$ cat src/rtl/enc_session_if.sv
// Request, datapath and response bundle for enc_session_arbiter.
// slave = arbiter side; master = requesters, datapath and response consumer.
interface enc_session_if #(
  parameter int DW = 64,
  parameter int PW = 32
);
  logic          a_valid, a_ready, b_valid, b_ready;
  logic [DW-1:0] a_r1, a_r2, a_c1, a_exp;
  logic [DW-1:0] b_r1, b_r2, b_c1, b_exp;
  logic [PW-1:0] a_p, b_p;

  logic [DW-1:0] dp_r1, dp_r2, dp_c1, dp_exp;
  logic [PW-1:0] dp_p;
  logic          dp_en;
  logic [DW-1:0] dp_c2;
  logic          dp_true;

  logic          rsp_valid, rsp_ready, rsp_id, rsp_ok;
  logic [DW-1:0] rsp_c2;

  modport slave (
    input  a_valid, a_r1, a_r2, a_c1, a_exp, a_p,
    input  b_valid, b_r1, b_r2, b_c1, b_exp, b_p,
    output a_ready, b_ready,
    output dp_r1, dp_r2, dp_c1, dp_exp, dp_p, dp_en,
    input  dp_c2, dp_true,
    output rsp_valid, rsp_id, rsp_c2, rsp_ok,
    input  rsp_ready
  );

  modport master (
    output a_valid, a_r1, a_r2, a_c1, a_exp, a_p,
    output b_valid, b_r1, b_r2, b_c1, b_exp, b_p,
    input  a_ready, b_ready,
    input  dp_r1, dp_r2, dp_c1, dp_exp, dp_p, dp_en,
    output dp_c2, dp_true,
    input  rsp_valid, rsp_id, rsp_c2, rsp_ok,
    output rsp_ready
  );
endinterface

$ cat src/rtl/enc_session_arbiter.sv
// Shares one encryption/authentication datapath between requesters A and B.
// ENC_ARB_RR_EN selects round-robin arbitration; otherwise A has fixed priority.
module enc_session_arbiter #(
  parameter int DW      = 64,
  parameter int PW      = 32,
  parameter int ENC_LAT = 5
) (
  input  logic         clk,
  input  logic         rst,
  enc_session_if.slave bus
);
  localparam int            CW   = $clog2(ENC_LAT + 1);
  localparam logic [CW-1:0] LAST = CW'(ENC_LAT);

  typedef enum logic [1:0] {IDLE = 2'd0, RUN = 2'd1, RESP = 2'd2} state_e;

  typedef struct packed {
    logic [DW-1:0] r1;
    logic [DW-1:0] r2;
    logic [DW-1:0] c1;
    logic [DW-1:0] exp;
    logic [PW-1:0] p;
  } ops_t;

  state_e        state_q, state_d;
  logic [CW-1:0] cnt_q, cnt_d;
  ops_t          ops_q, ops_d, req_a, req_b, req_sel;
  logic          id_q, id_d, ok_q, ok_d;
  logic [DW-1:0] c2_q, c2_d;
  logic          sel_b, open, hs;

  assign req_a   = {bus.a_r1, bus.a_r2, bus.a_c1, bus.a_exp, bus.a_p};
  assign req_b   = {bus.b_r1, bus.b_r2, bus.b_c1, bus.b_exp, bus.b_p};
  assign req_sel = sel_b ? req_b : req_a;

`ifdef ENC_ARB_RR_EN
  // prio_q = 1 means B is preferred when both requesters are valid.
  logic prio_q, prio_d;
  assign sel_b  = bus.b_valid & (~bus.a_valid | prio_q);
  assign prio_d = hs ? ~sel_b : prio_q;

  always_ff @(posedge clk or negedge rst) begin
    if (!rst) prio_q <= 1'b0;
    else      prio_q <= prio_d;
  end
`else
  assign sel_b = bus.b_valid & ~bus.a_valid;
`endif

  // Readies are held low during reset even though state already reads IDLE.
  assign open        = rst & (state_q == IDLE);
  assign bus.a_ready = open & bus.a_valid & ~sel_b;
  assign bus.b_ready = open & sel_b;
  assign hs          = bus.a_ready | bus.b_ready;

  always_comb begin
    state_d = state_q;
    cnt_d   = cnt_q;
    ops_d   = ops_q;
    id_d    = id_q;
    ok_d    = ok_q;
    c2_d    = c2_q;
    unique case (state_q)
      IDLE: if (hs) begin
        ops_d = req_sel;
        id_d  = sel_b;
        cnt_d = '0;
        // A zero modulus never reaches the datapath enable.
        if (req_sel.p == '0) begin
          state_d = RESP;
          ok_d    = 1'b0;
          c2_d    = '0;
        end else begin
          state_d = RUN;
        end
      end
      RUN: begin
        if (cnt_q == LAST) begin
          ok_d    = bus.dp_true;
          c2_d    = bus.dp_true ? bus.dp_c2 : '0;
          state_d = RESP;
        end else begin
          cnt_d = cnt_q + 1'b1;
        end
      end
      RESP: if (bus.rsp_ready) state_d = IDLE;
      default: state_d = IDLE;
    endcase
  end

  always_ff @(posedge clk or negedge rst) begin
    if (!rst) begin
      state_q <= IDLE;
      cnt_q   <= '0;
      ops_q   <= '0;
      id_q    <= 1'b0;
      ok_q    <= 1'b0;
      c2_q    <= '0;
    end else begin
      state_q <= state_d;
      cnt_q   <= cnt_d;
      ops_q   <= ops_d;
      id_q    <= id_d;
      ok_q    <= ok_d;
      c2_q    <= c2_d;
    end
  end

  assign bus.dp_r1     = ops_q.r1;
  assign bus.dp_r2     = ops_q.r2;
  assign bus.dp_c1     = ops_q.c1;
  assign bus.dp_exp    = ops_q.exp;
  assign bus.dp_p      = ops_q.p;
  assign bus.dp_en     = (state_q == RUN);
  assign bus.rsp_valid = (state_q == RESP);
  assign bus.rsp_id    = id_q;
  assign bus.rsp_ok    = ok_q;
  assign bus.rsp_c2    = c2_q;
endmodule

$ cat src/flat_wrapper.sv
// flat-port wrapper written by rule: the top's interface ports become plain ports
module enc_session_arbiter_flat 
#(
  parameter int DW      = 64,
  parameter int PW      = 32,
  parameter int ENC_LAT = 5
)
  (clk, rst, bus_a_valid, bus_a_r1, bus_a_r2, bus_a_c1, bus_a_exp, bus_a_p, bus_b_valid, bus_b_r1, bus_b_r2, bus_b_c1, bus_b_exp, bus_b_p, bus_a_ready, bus_b_ready, bus_dp_r1, bus_dp_r2, bus_dp_c1, bus_dp_exp, bus_dp_p, bus_dp_en, bus_dp_c2, bus_dp_true, bus_rsp_valid, bus_rsp_id, bus_rsp_c2, bus_rsp_ok, bus_rsp_ready);
  enc_session_if #(.DW(DW), .PW(PW)) bus_i ();
  input  logic clk;
  input  logic rst;
  input wire logic [$bits(bus_i.a_valid)-1:0] bus_a_valid;
  input wire logic [$bits(bus_i.a_r1)-1:0] bus_a_r1;
  input wire logic [$bits(bus_i.a_r2)-1:0] bus_a_r2;
  input wire logic [$bits(bus_i.a_c1)-1:0] bus_a_c1;
  input wire logic [$bits(bus_i.a_exp)-1:0] bus_a_exp;
  input wire logic [$bits(bus_i.a_p)-1:0] bus_a_p;
  input wire logic [$bits(bus_i.b_valid)-1:0] bus_b_valid;
  input wire logic [$bits(bus_i.b_r1)-1:0] bus_b_r1;
  input wire logic [$bits(bus_i.b_r2)-1:0] bus_b_r2;
  input wire logic [$bits(bus_i.b_c1)-1:0] bus_b_c1;
  input wire logic [$bits(bus_i.b_exp)-1:0] bus_b_exp;
  input wire logic [$bits(bus_i.b_p)-1:0] bus_b_p;
  output wire logic [$bits(bus_i.a_ready)-1:0] bus_a_ready;
  output wire logic [$bits(bus_i.b_ready)-1:0] bus_b_ready;
  output wire logic [$bits(bus_i.dp_r1)-1:0] bus_dp_r1;
  output wire logic [$bits(bus_i.dp_r2)-1:0] bus_dp_r2;
  output wire logic [$bits(bus_i.dp_c1)-1:0] bus_dp_c1;
  output wire logic [$bits(bus_i.dp_exp)-1:0] bus_dp_exp;
  output wire logic [$bits(bus_i.dp_p)-1:0] bus_dp_p;
  output wire logic [$bits(bus_i.dp_en)-1:0] bus_dp_en;
  input wire logic [$bits(bus_i.dp_c2)-1:0] bus_dp_c2;
  input wire logic [$bits(bus_i.dp_true)-1:0] bus_dp_true;
  output wire logic [$bits(bus_i.rsp_valid)-1:0] bus_rsp_valid;
  output wire logic [$bits(bus_i.rsp_id)-1:0] bus_rsp_id;
  output wire logic [$bits(bus_i.rsp_c2)-1:0] bus_rsp_c2;
  output wire logic [$bits(bus_i.rsp_ok)-1:0] bus_rsp_ok;
  input wire logic [$bits(bus_i.rsp_ready)-1:0] bus_rsp_ready;
  assign bus_i.a_valid = bus_a_valid;
  assign bus_i.a_r1 = bus_a_r1;
  assign bus_i.a_r2 = bus_a_r2;
  assign bus_i.a_c1 = bus_a_c1;
  assign bus_i.a_exp = bus_a_exp;
  assign bus_i.a_p = bus_a_p;
  assign bus_i.b_valid = bus_b_valid;
  assign bus_i.b_r1 = bus_b_r1;
  assign bus_i.b_r2 = bus_b_r2;
  assign bus_i.b_c1 = bus_b_c1;
  assign bus_i.b_exp = bus_b_exp;
  assign bus_i.b_p = bus_b_p;
  assign bus_a_ready = bus_i.a_ready;
  assign bus_b_ready = bus_i.b_ready;
  assign bus_dp_r1 = bus_i.dp_r1;
  assign bus_dp_r2 = bus_i.dp_r2;
  assign bus_dp_c1 = bus_i.dp_c1;
  assign bus_dp_exp = bus_i.dp_exp;
  assign bus_dp_p = bus_i.dp_p;
  assign bus_dp_en = bus_i.dp_en;
  assign bus_i.dp_c2 = bus_dp_c2;
  assign bus_i.dp_true = bus_dp_true;
  assign bus_rsp_valid = bus_i.rsp_valid;
  assign bus_rsp_id = bus_i.rsp_id;
  assign bus_rsp_c2 = bus_i.rsp_c2;
  assign bus_rsp_ok = bus_i.rsp_ok;
  assign bus_i.rsp_ready = bus_rsp_ready;
  enc_session_arbiter #(.DW(DW), .PW(PW), .ENC_LAT(ENC_LAT)) u_core (.clk(clk), .rst(rst), .bus(bus_i));
endmodule
$ cat config.mk
export PLATFORM = sky130hd
export DESIGN_NAME = enc_session_arbiter_flat
export DESIGN_NICKNAME = d
export VERILOG_FILES = /design/src/rtl/enc_session_if.sv /design/src/rtl/enc_session_arbiter.sv /design/src/flat_wrapper.sv
export SDC_FILE = /design/constraint.sdc
export NUM_CORES = 1
export LEC_CHECK = 0
export BUFFER_PORTS_ARGS = -buffer_cell sky130_fd_sc_hd__clkbuf_2
export CORE_AREA = 2 2 389 391
export DETAILED_ROUTE_END_ITERATION = 16
export DIE_AREA = 0 0 391 393
export PLACE_DENSITY = 0.35
export SETUP_SLACK_MARGIN = 0.05
export SYNTH_ARGS = -nofsm -noshare
export SYNTH_HDL_FRONTEND = slang
export SYNTH_SLANG_ARGS = --single-unit
export TNS_END_PERCENT = 10
$ cat constraint.sdc
create_clock -name clk -period 1.5 [get_ports clk]
set_input_delay 0.3 -clock clk [delete_from_list [all_inputs] [get_ports clk]]
set_output_delay 0.3 -clock clk [all_outputs]
set_load 0.1 [all_outputs]
==> results.yml, run 1 <==
place:
  hpwl_mm: 79.3
  gp_congestion: 0.915
  placedCellCount: 4754
  dp_slack_ns: -1.44
  port_buffers: 1003
sta:
  fin_tns_setup_ns: -115.50
  fin_ws_ns: -0.557
  worst_slew_pin_slew_ns: 0.757
  fin_crit_ns: 2.06
  slew_headroom: 0.491
  drv_slew: 0
  fmax_mhz: 486
  skew_ns: 0.0108
  finalCritPeriodShare: 1.37
  rsz0062_at_grt: "true"
  setup_viol: 675
  hold_viol: 0
clocking:
  clk_pin_slew_ns: 0.06
  htreeDepth: 2
  cts.sinks: 359
  cts-root-buf: "clkbuf_16"
  numCtsBuffers: 47
  cts_tree: "yes"
  clock_path_buffers: 3
  insertion_delay_ns: 0.61
yosys:
  syn_inst: 1770
  ys_seq_area_frac: 0.570
  synthMuxAreaShare: 0
  yosysWarningCount: 0
  ys.flop_type: "dfrtp_1"
  synth_cell_types: 33
  synth_top_family_by_area: "simple AND/OR/NAND/NOR gates"
  synth-xor-area-share: 0
  synth-simple-area-share: 0.222
  ys_async_sr_fraction: 1.00
  netlist_area_mm2: 0.0158
  syn_area_per_cell_um2: 8.91
  syn_nets: 2418
  synth_compound_area_frac: 0.155
  synthAdderAreaFrac: 0.00159
  synth_seq_cells: 359
  synth_edf_count: 0
final_layout:
  final_cell_mix: "clkbuf_2, dlygate4sd3_1, nand2_1"
  final_layout_size_suffix_gt1_frac: 0.386
  final_common_cell: "clkbuf_2"
  fin_util: 0.241
  syn_to_final_growth_pct: 128
  finalNonFillerCells: 5475
  layout.nets: 4142
power_and_ir_drop:
  power.total_w: 0.0959
  p_leak_nw: 16.5
  vdd_drop_max_mv: 1.43
  power_density_mw_per_mm2: 2670
detailed_routing:
  drcViolationCount: 0
  routed_wl_mm: 106
  vias: 19800
  routedWlPerCell_um: 19.3
  detail-route-antenna-nets: 0
  firstDrtPassIters: 5
  drt-initial-drc-count: 911
  routed_via_density: 3.61
floorplanning:
  num_rows: 142
  dieWidth_um: 391
  start_util: 0.106
  die_y_um: 393
  ios: 1004
  die_area_mm2: 0.154
  fp.coreArea_mm2: 0.149
setup_path:
  r2r_start: "u_core.state_q[1]$_DFFE_PN0P_"
  r2r-end: "u_core.bus.rsp_c2[9]$_DFFE_PN0P_"
  critPathLaunchType: "register"
  startpoint: "u_core.state_q[1]$_DFFE_PN0P_"
  worstSetupEndpointType: "primary output"
  endpoint: "bus_b_ready"
  worstPathRequired_ns: 1.20
  cp_max_fo: 2
  critPathKind: "register to primary output"
  ff2ff_path_depth: 8
  cp_data_arrival_time_ns: 1.76
  r2r_setup_slack_ns: -0.44
worst_hold_path:
  hp-class: "primary input to register"
grt:
  grtUsageMet3: 0.0245
  grt_pass1_wl_mm: 141
  top_usage_layer: "met2"
  use_met1: 0.149
  grt_pass1_vias: 20500
  use_met2: 0.220
  gr-usage-all-layers: 0.125
  antenna_found_initial: 5
  grt_max_degree: 98
  gr-total-overflow: 0
run_status:
  violations: "negative setup slack"
  status: "complete, but fails checks"
flow_run:
  maxCapViolCount: 0
final cells by class:
cell class	count	area, um^2
Clock buffer	67	1350
Tap cell	1944	2430
Clock inverter	15	188
Antenna cell	4	10.0
Fill cell	16200	113000
Multi-Input combinational cell	1266	6070
Sequential cell	359	9050
Inverter	3	15.0
Timing Repair Buffer	1817	16900
Yosys cell counts, types with 2 or more instances:
| library cell | count | area, um^2 |
|---|---|---|
| and2b_1 | 2 | 15.0 |
| nand3_1 | 3 | 15.0 |
| nand2_1 | 579 | 2170 |
| clkbuf_1 | 32 | 120 |
| ha_1 | 2 | 25.0 |
| nor2_1 | 288 | 1080 |
| buf_6 | 5 | 56.3 |
| dfrtp_1 | 359 | 8980 |
| a22o_1 | 64 | 561 |
| a21o_1 | 2 | 15.0 |
| a31oi_1 | 288 | 1800 |
| nor4_1 | 16 | 100 |
| buf_4 | 6 | 45.0 |
| inv_1 | 3 | 11.3 |
| nor3_2 | 2 | 20.0 |
| buf_2 | 93 | 465 |
| buf_12 | 6 | 120 |
| nand4_1 | 4 | 25.0 |
| o21ai_0 | 2 | 10.0 |
routing by layer:
layer / vias to the layer above / share of wire
li1: 9502 / -
met1: 9431 / 0.40
met2: 696 / 0.51
met3: 151 / 0.055
met4: 2 / 0.036
met5: - / 0.00015
report_power, final:
part	internal (W)	leakage (nW)	switching, W
Sequential	0.0147	4.08	0.00482
Clock	0.00691	0.756	0.00482
Combinational	0.0188	11.7	0.0459
critical path, stage by stage, from the launching register on:
cell and delay, ns:
dfrtp_1 0.42, nor3b_4 0.22, buf_6 0.14, and2_4 0.19, buf_12 0.19
registers in the layout, indices dropped and copies added (netlist names):
signal / cells
u_core.bus.dp_c1: 64
u_core.bus.dp_exp: 64
u_core.bus.dp_r1: 64
u_core.bus.dp_r2: 64
u_core.bus.rsp_c2: 64
u_core.bus.dp_p: 32
u_core.cnt_q: 3
u_core.state_q: 2
u_core.bus.rsp_id: 1
u_core.bus.rsp_ok: 1
worst min path at each step:
stage / startpoint / endpoint / slack (ns) / cells past startpoint
after global placement: rst / u_core.bus.dp_r1[48]$_DFFE_PN0P_ / 0.39 / 3
after CTS: bus_b_r1[40] / u_core.bus.dp_r1[40]$_DFFE_PN0P_ / 0.0003 / 3
after floorplan: rst / u_core.bus.dp_c1[0]$_DFFE_PN0P_ / 0.004 / 0
after detailed placement: rst / u_core.bus.dp_r1[48]$_DFFE_PN0P_ / 0.37 / 3
after global routing: bus_b_r1[40] / u_core.bus.dp_r1[40]$_DFFE_PN0P_ / 0.003 / 3
final: bus_b_exp[49] / u_core.bus.dp_exp[49]$_DFFE_PN0P_ / 0.05 / 3
kinds of logic (layout without fill, tap and decap cells):
kind of cell,count (synthesis),after routing
other cells,0,4
flops,359,359
buf+inv,145,1902
compound gates,363,363
fa+ha+maj,2,2
simple gates,901,901
timing repair:
action	CTS	global route
pin swaps	5	3
gates resized for setup	103	305
buffers inserted	8	9
endpoints found under the hold margin	382	0
cloned	7	15
hold buffers	599	0
endpoints found under the setup margin	714	714
stage by stage:
step                hold slack [ns]  area (um^2)
finish                       0.0503        36000
global route                0.00280        36000
CTS                        0.000326        34300
detailed placement            0.374        26100
global placement              0.392        26100
floorplan                   0.00441        15800
No activity file was read; power rests on OpenSTA's default activity.
==> run 2, diff against run 1 <==
--- a/config.mk
+++ b/config.mk
@@ -10,6 +10,7 @@
 export DETAILED_ROUTE_END_ITERATION = 16
 export DIE_AREA = 0 0 391 393
 export PLACE_DENSITY = 0.35
+export RECOVER_POWER = 100
 export SETUP_SLACK_MARGIN = 0.05
 export SYNTH_ARGS = -nofsm -noshare
 export SYNTH_HDL_FRONTEND = slang
==> run 2 against run 1 <==
- the flow still finishes with violations (negative setup slack)
- register-to-register slack barely moved
- critical endpoint unchanged
- sequential power barely moved
- total power barely moved
- global-route usage did not move
- final cell count did not move
- flip-flop and latch count did not move
- sequential share of layout area barely moved
- setup slack improved by 0.0010 ns
- largest cell class unchanged
- worst hold slack barely moved
- cell area barely moved
==> results.yml, run 2 (synthesis gave the netlist of run 1 again) <==
floorplanning:
  die_y_um: 393
  die_area_mm2: 0.154
  dieWidth_um: 391
  num_rows: 142
  ios: 1004
  start_util: 0.106
  fp.coreArea_mm2: 0.149
grt:
  grtUsageMet3: 0.0245
  grt_max_degree: 98
  grt_pass1_vias: 20500
  gr-total-overflow: 0
  gr-usage-all-layers: 0.125
  antenna_found_initial: 5
  use_met1: 0.149
  grt_pass1_wl_mm: 141
  use_met2: 0.220
  top_usage_layer: "met2"
place:
  dp_slack_ns: -1.44
  placedCellCount: 4754
  port_buffers: 1003
  dpl-instance-area_mm2: 0.0261
  gp_congestion: 0.915
  hpwl_mm: 79.3
setup_path:
  startpoint: "u_core.state_q[1]$_DFFE_PN0P_"
  ff2ff_path_depth: 8
  endpoint: "bus_b_ready"
  cp_max_fo: 2
  cp_cell_sequence: "nor3b_4 > buf_6 > and2_4 > buf_12"
  r2r_start: "u_core.state_q[1]$_DFFE_PN0P_"
  slowest_delay_ns: 0.41
  crit_cells: 4
  crit_family: "simple AND/OR/NAND/NOR gates"
  worstSetupEndpointType: "primary output"
  path_buf_inv: 2
  cp_data_arrival_time_ns: 1.76
  r2r_setup_slack_ns: -0.43
  worstPathRequired_ns: 1.20
  slowest_stage: "dfrtp_1"
  r2r-end: "u_core.bus.rsp_c2[9]$_DFFE_PN0P_"
  critPathKind: "register to primary output"
  critPathLaunchType: "register"
power_and_ir_drop:
  p_leak_nw: 16.5
  seqPwrFrac: 0.203
  power.share.clock: 0.122
  p_sw_frac: 0.579
  power.internal_w: 0.0404
  power_density_mw_per_mm2: 2670
  power.switching_w: 0.0556
  vdd_drop_max_mv: 1.43
  combPwrFrac: 0.675
sta:
  finalCritPeriodShare: 1.37
  fmax_mhz: 486
  hold_viol: 0
  slew_headroom: 0.444
  fin_crit_ns: 2.06
  fin_ws_ns: -0.556
  worst_slew_pin_slew_ns: 0.834
  drv_slew: 0
  skew_ns: 0.0136
  setup_viol: 899
  rsz0062_at_grt: "true"
  hold_slack_ns: 0.0501
run_status:
  status: "complete, but fails checks"
  violations: "negative setup slack"
clocking:
  cts-root-buf: "clkbuf_16"
  numCtsBuffers: 47
  cts_tree: "yes"
  clk_pin_slew_ns: 0.06
  clock_path_buffers: 3
  insertion_delay_ns: 0.61
  htreeDepth: 2
  cts.sinks: 359
final_layout:
  fin_util: 0.241
  layout.nets: 4142
  finalNonFillerCells: 5475
  final_cell_mix: "clkbuf_2, dlygate4sd3_1, nand2_1"
  finalInstanceArea_mm2: 0.0359
  syn_to_final_growth_pct: 128
  final_layout_size_suffix_gt1_frac: 0.386
  final_common_cell: "clkbuf_2"
flow_run:
  maxCapViolCount: 0
detailed_routing:
  routed_wl_mm: 106
  detail-route-antenna-nets: 0
  routed_via_density: 3.61
  drt-initial-drc-count: 883
  vias: 19800
  firstDrtPassIters: 4
  drcViolationCount: 0
  routedWlPerCell_um: 19.4
worst_hold_path:
  hp-class: "primary input to register"
## run 2: cell types whose count changed in the layout (fill, tap and decap cells not counted), sizes merged
cell | previous run | this run
buf | 548 | 544
clkbuf | 735 | 739
## run 2: layer usage
| layer | part of all wire | wire (um) | up-vias |
|---|---|---|---|
| li1 | - | - | 9500 |
| met1 | 0.40 | 42500 | 9442 |
| met2 | 0.51 | 53800 | 696 |
| met3 | 0.056 | 5910 | 148 |
| met4 | 0.036 | 3770 | 2 |
| met5 | 0.00015 | 16 | - |
## run 2: worst reg2reg max path: stages (launching register included)
cell,delay (ns)
dfrtp_1,0.41
nor3b_4,0.23
buf_4,0.16
o21ai_4,0.06
a21oi_2,0.13
buf_4,0.12
and3_4,0.31
bufbuf_16,0.32
a22o_1,0.14
## run 2: cell type report
type	instances	area (um^2)
Sequential cell	359	9050
Multi-Input combinational cell	1266	6070
Clock inverter	15	188
Fill cell	16200	113000
Clock buffer	67	1350
Inverter	3	15.0
Tap cell	1944	2430
Timing Repair Buffer	1817	16800
Antenna cell	4	10.0
## run 2: power by group through the flow
stage          Sequential, W  Clock, W  Combinational (W)
6_report              0.0195    0.0117             0.0647
3_3_place_gp          0.0187         0             0.0588
2_1_floorplan         0.0513         0            0.00734
5_1_grt               0.0200    0.0125             0.0668
4_1_cts               0.0188    0.0122             0.0615
3_5_place_dp          0.0187         0             0.0588
## run 2: worst min path at each step
stage                  startpoint  slack [ns]                                 to  cells after the start
floorplan                     rst       0.004    u_core.bus.dp_c1[0]$_DFFE_PN0P_                      0
global placement              rst        0.39   u_core.bus.dp_r1[48]$_DFFE_PN0P_                      3
detailed placement            rst        0.37   u_core.bus.dp_r1[48]$_DFFE_PN0P_                      3
CTS                  bus_b_r1[40]      0.0003   u_core.bus.dp_r1[40]$_DFFE_PN0P_                      3
global route         bus_b_r1[40]       0.003   u_core.bus.dp_r1[40]$_DFFE_PN0P_                      3
finish              bus_b_exp[49]        0.05  u_core.bus.dp_exp[49]$_DFFE_PN0P_                      3
## run 2: repair_timing
item / 4_1_cts / 5_1_grt
gates resized for setup: 103 / 305
setup buffers: 8 / 9
endpoints found under the hold margin: 382 / 0
setup endpoints to repair: 714 / 714
hold buffers: 599 / 0
pin swaps: 5 / 3
gates cloned: 7 / 15
## run 2: per-stage QoR
| stage | total power [W] | setup TNS [ns] |
|---|---|---|
| floorplan | 0.0587 | -7.98 |
| global placement | 0.0775 | -141.32 |
| detailed placement | 0.0775 | -147.97 |
| CTS | 0.0925 | -149.14 |
| global route | 0.0993 | -245.61 |
| finish | 0.0960 | -170.20 |
==> run 3, diff against run 2 <==
--- a/config.mk
+++ b/config.mk
@@ -9,7 +9,7 @@
 export CORE_AREA = 2 2 389 391
 export DETAILED_ROUTE_END_ITERATION = 16
 export DIE_AREA = 0 0 391 393
-export PLACE_DENSITY = 0.35
+export PLACE_DENSITY_LB_ADDON = 0.25
 export RECOVER_POWER = 100
 export SETUP_SLACK_MARGIN = 0.05
 export SYNTH_ARGS = -nofsm -noshare
==> run 3 against run 2 <==
- the run still ends with negative setup slack left
- via count is 1.4% higher
- cell area is 5.2% higher
- largest power group unchanged
- combinational power is 7.4% higher
- core utilization is 1.2 points higher
==> results.yml, run 3 (synthesis gave the netlist of run 1 again) <==
run_status:
  status: "complete, but fails checks"
  violations: "negative setup slack"
setup_path:
  worstPathRequired_ns: 1.20
  cp_data_arrival_time_ns: 1.78
  cp_cell_sequence: "nor3b_4 > buf_6 > and2_4 > buf_12"
  worstSetupEndpointType: "primary output"
  critPathLaunchType: "register"
  cp_max_fo: 2
  slowest_stage: "dfrtp_1"
  slowest_delay_ns: 0.41
  critPathKind: "register to primary output"
grt:
  gr-usage-all-layers: 0.125
  antenna_found_initial: 5
  grt_max_degree: 90
  grt_pass1_wl_mm: 141
  grt_pass1_vias: 20600
  gr-total-overflow: 0
detailed_routing:
  routedWlPerCell_um: 19.5
  routed_wl_mm: 107
  routed_via_density: 3.66
  drt-initial-drc-count: 855
  drcViolationCount: 0
  vias: 20100
  detail-route-antenna-nets: 0
  firstDrtPassIters: 5
sta:
  drv_slew: 0
  fmax_mhz: 481
  worst_slew_pin_slew_ns: 1.03
  skew_ns: 0.0103
  finalCritPeriodShare: 1.38
  setup_viol: 940
  rsz0062_at_grt: "true"
  fin_crit_ns: 2.08
  slew_headroom: 0.317
  hold_viol: 0
  fin_ws_ns: -0.577
  hold_slack_ns: 0.0308
final_layout:
  final_common_cell: "clkbuf_2"
  finalNonFillerCells: 5480
  fillers: 15800
  seq_area_mm2: 0.00906
  final_layout_size_suffix_gt1_frac: 0.395
  finalInstanceArea_mm2: 0.0378
  syn_to_final_growth_pct: 140
  final_cell_mix: "clkbuf_2, dlygate4sd3_1, nand2_1"
  layout.nets: 4144
  multiInputGateArea_mm2: 0.00621
clocking:
  htreeDepth: 2
  cts.sinks: 359
  insertion_delay_ns: 0.62
  cts-root-buf: "clkbuf_16"
  numCtsBuffers: 49
  cts_tree: "yes"
  clk_pin_slew_ns: 0.06
  clock_path_buffers: 3
floorplanning:
  dieWidth_um: 391
  ios: 1004
  num_rows: 142
  fp.coreArea_mm2: 0.149
  die_area_mm2: 0.154
  start_util: 0.106
  die_y_um: 393
worst_hold_path:
  hp-class: "primary input to register"
place:
  hpwl_mm: 77.2
  gp_congestion: 0.901
  port_buffers: 1003
  dpl-instance-area_mm2: 0.0258
  placedCellCount: 4730
power_and_ir_drop:
  power_density_mw_per_mm2: 2700
  power.total_w: 0.102
  p_leak_nw: 17.2
  vdd_drop_max_mv: 1.59
flow_run:
  maxCapViolCount: 0
## run 3: cell count changes in the layout (fill, tap and decap cells not counted), moves of 7 or more
cell and change:
nor2_1 -13, buf_12 +124, dfrtp_1 -12, dfrtp_2 +12, a31oi_1 -7, buf_4 -135
nor2_4 +9
## run 3: metrics by stage
stage          setup WS [ns]  utilization  TNS (ns)
2_1_floorplan         -0.107            -     -7.98
3_3_place_gp           -1.49        0.173   -157.86
3_5_place_dp           -1.40        0.173   -146.04
4_1_cts               -0.676        0.239   -175.29
5_1_grt               -0.681        0.253   -309.98
6_report              -0.577        0.253   -188.83
## run 3: cell type report
cell class	instances	share of cell area
multi-input combinational	1267	0.164
inverter	3	0.000397
timing repair buffer	1816	0.488
clock inverter	18	0.00407
antenna	2	0.000132
tap	1944	0.0643
sequential	359	0.240
clock buffer	71	0.0387
## run 3: report_power, final
group | switching [W] | internal (W)
registers | 0.00584 | 0.0147
clock network | 0.00504 | 0.00707
logic | 0.0461 | 0.0234
total | 0.0570 | 0.0451
## run 3: layer usage
layer | routed length (um) | track usage | vias up | share of wire
met4 | 3810 | 0.0441 | 4 | 0.036
li1 | - | - | 9515 | -
met3 | 6810 | 0.0296 | 152 | 0.064
met1 | 42200 | 0.149 | 9643 | 0.40
met2 | 53800 | 0.219 | 743 | 0.50
met5 | 27 | 0 | - | 0.00025
## run 3: timing repair
action | 4_1_cts | 5_1_grt
gates resized for setup | 408 | 456
hold endpoints to repair | 414 | 0
setup buffers | 20 | 12
endpoints found under the setup margin | 713 | 714
gates cloned | 16 | 18
hold buffers | 604 | 0
pin swaps | 20 | 27
## run 3: worst paths after layout
check | startpoint | end | slack, ns | depth (start not counted)
min reg2reg | u_core.bus.rsp_c2[19]$_DFFE_PN0P_ | u_core.bus.rsp_c2[19]$_DFFE_PN0P_ | 0.50 | 1
max | u_core.state_q[0]$_DFFE_PN0P_ | bus_b_ready | -0.58 | 4
min | bus_a_exp[12] | u_core.bus.dp_exp[12]$_DFFE_PN0P_ | 0.03 | 3
max in group asynchronous | rst | u_core.bus.dp_r2[16]$_DFFE_PN0P_ | -0.35 | 5
min in group asynchronous | rst | u_core.bus.rsp_c2[21]$_DFFE_PN0P_ | 0.62 | 4
max reg2reg | u_core.state_q[0]$_DFFE_PN0P_ | u_core.bus.rsp_c2[20]$_DFFE_PN0P_ | -0.53 | 11
## run 3: critical path: cells and delay by family, from the launching register on
family                 cells  cell delay [ns]
buffers and inverters      2             0.32
DFF                        1             0.41
and+or+nand+nor            2             0.42
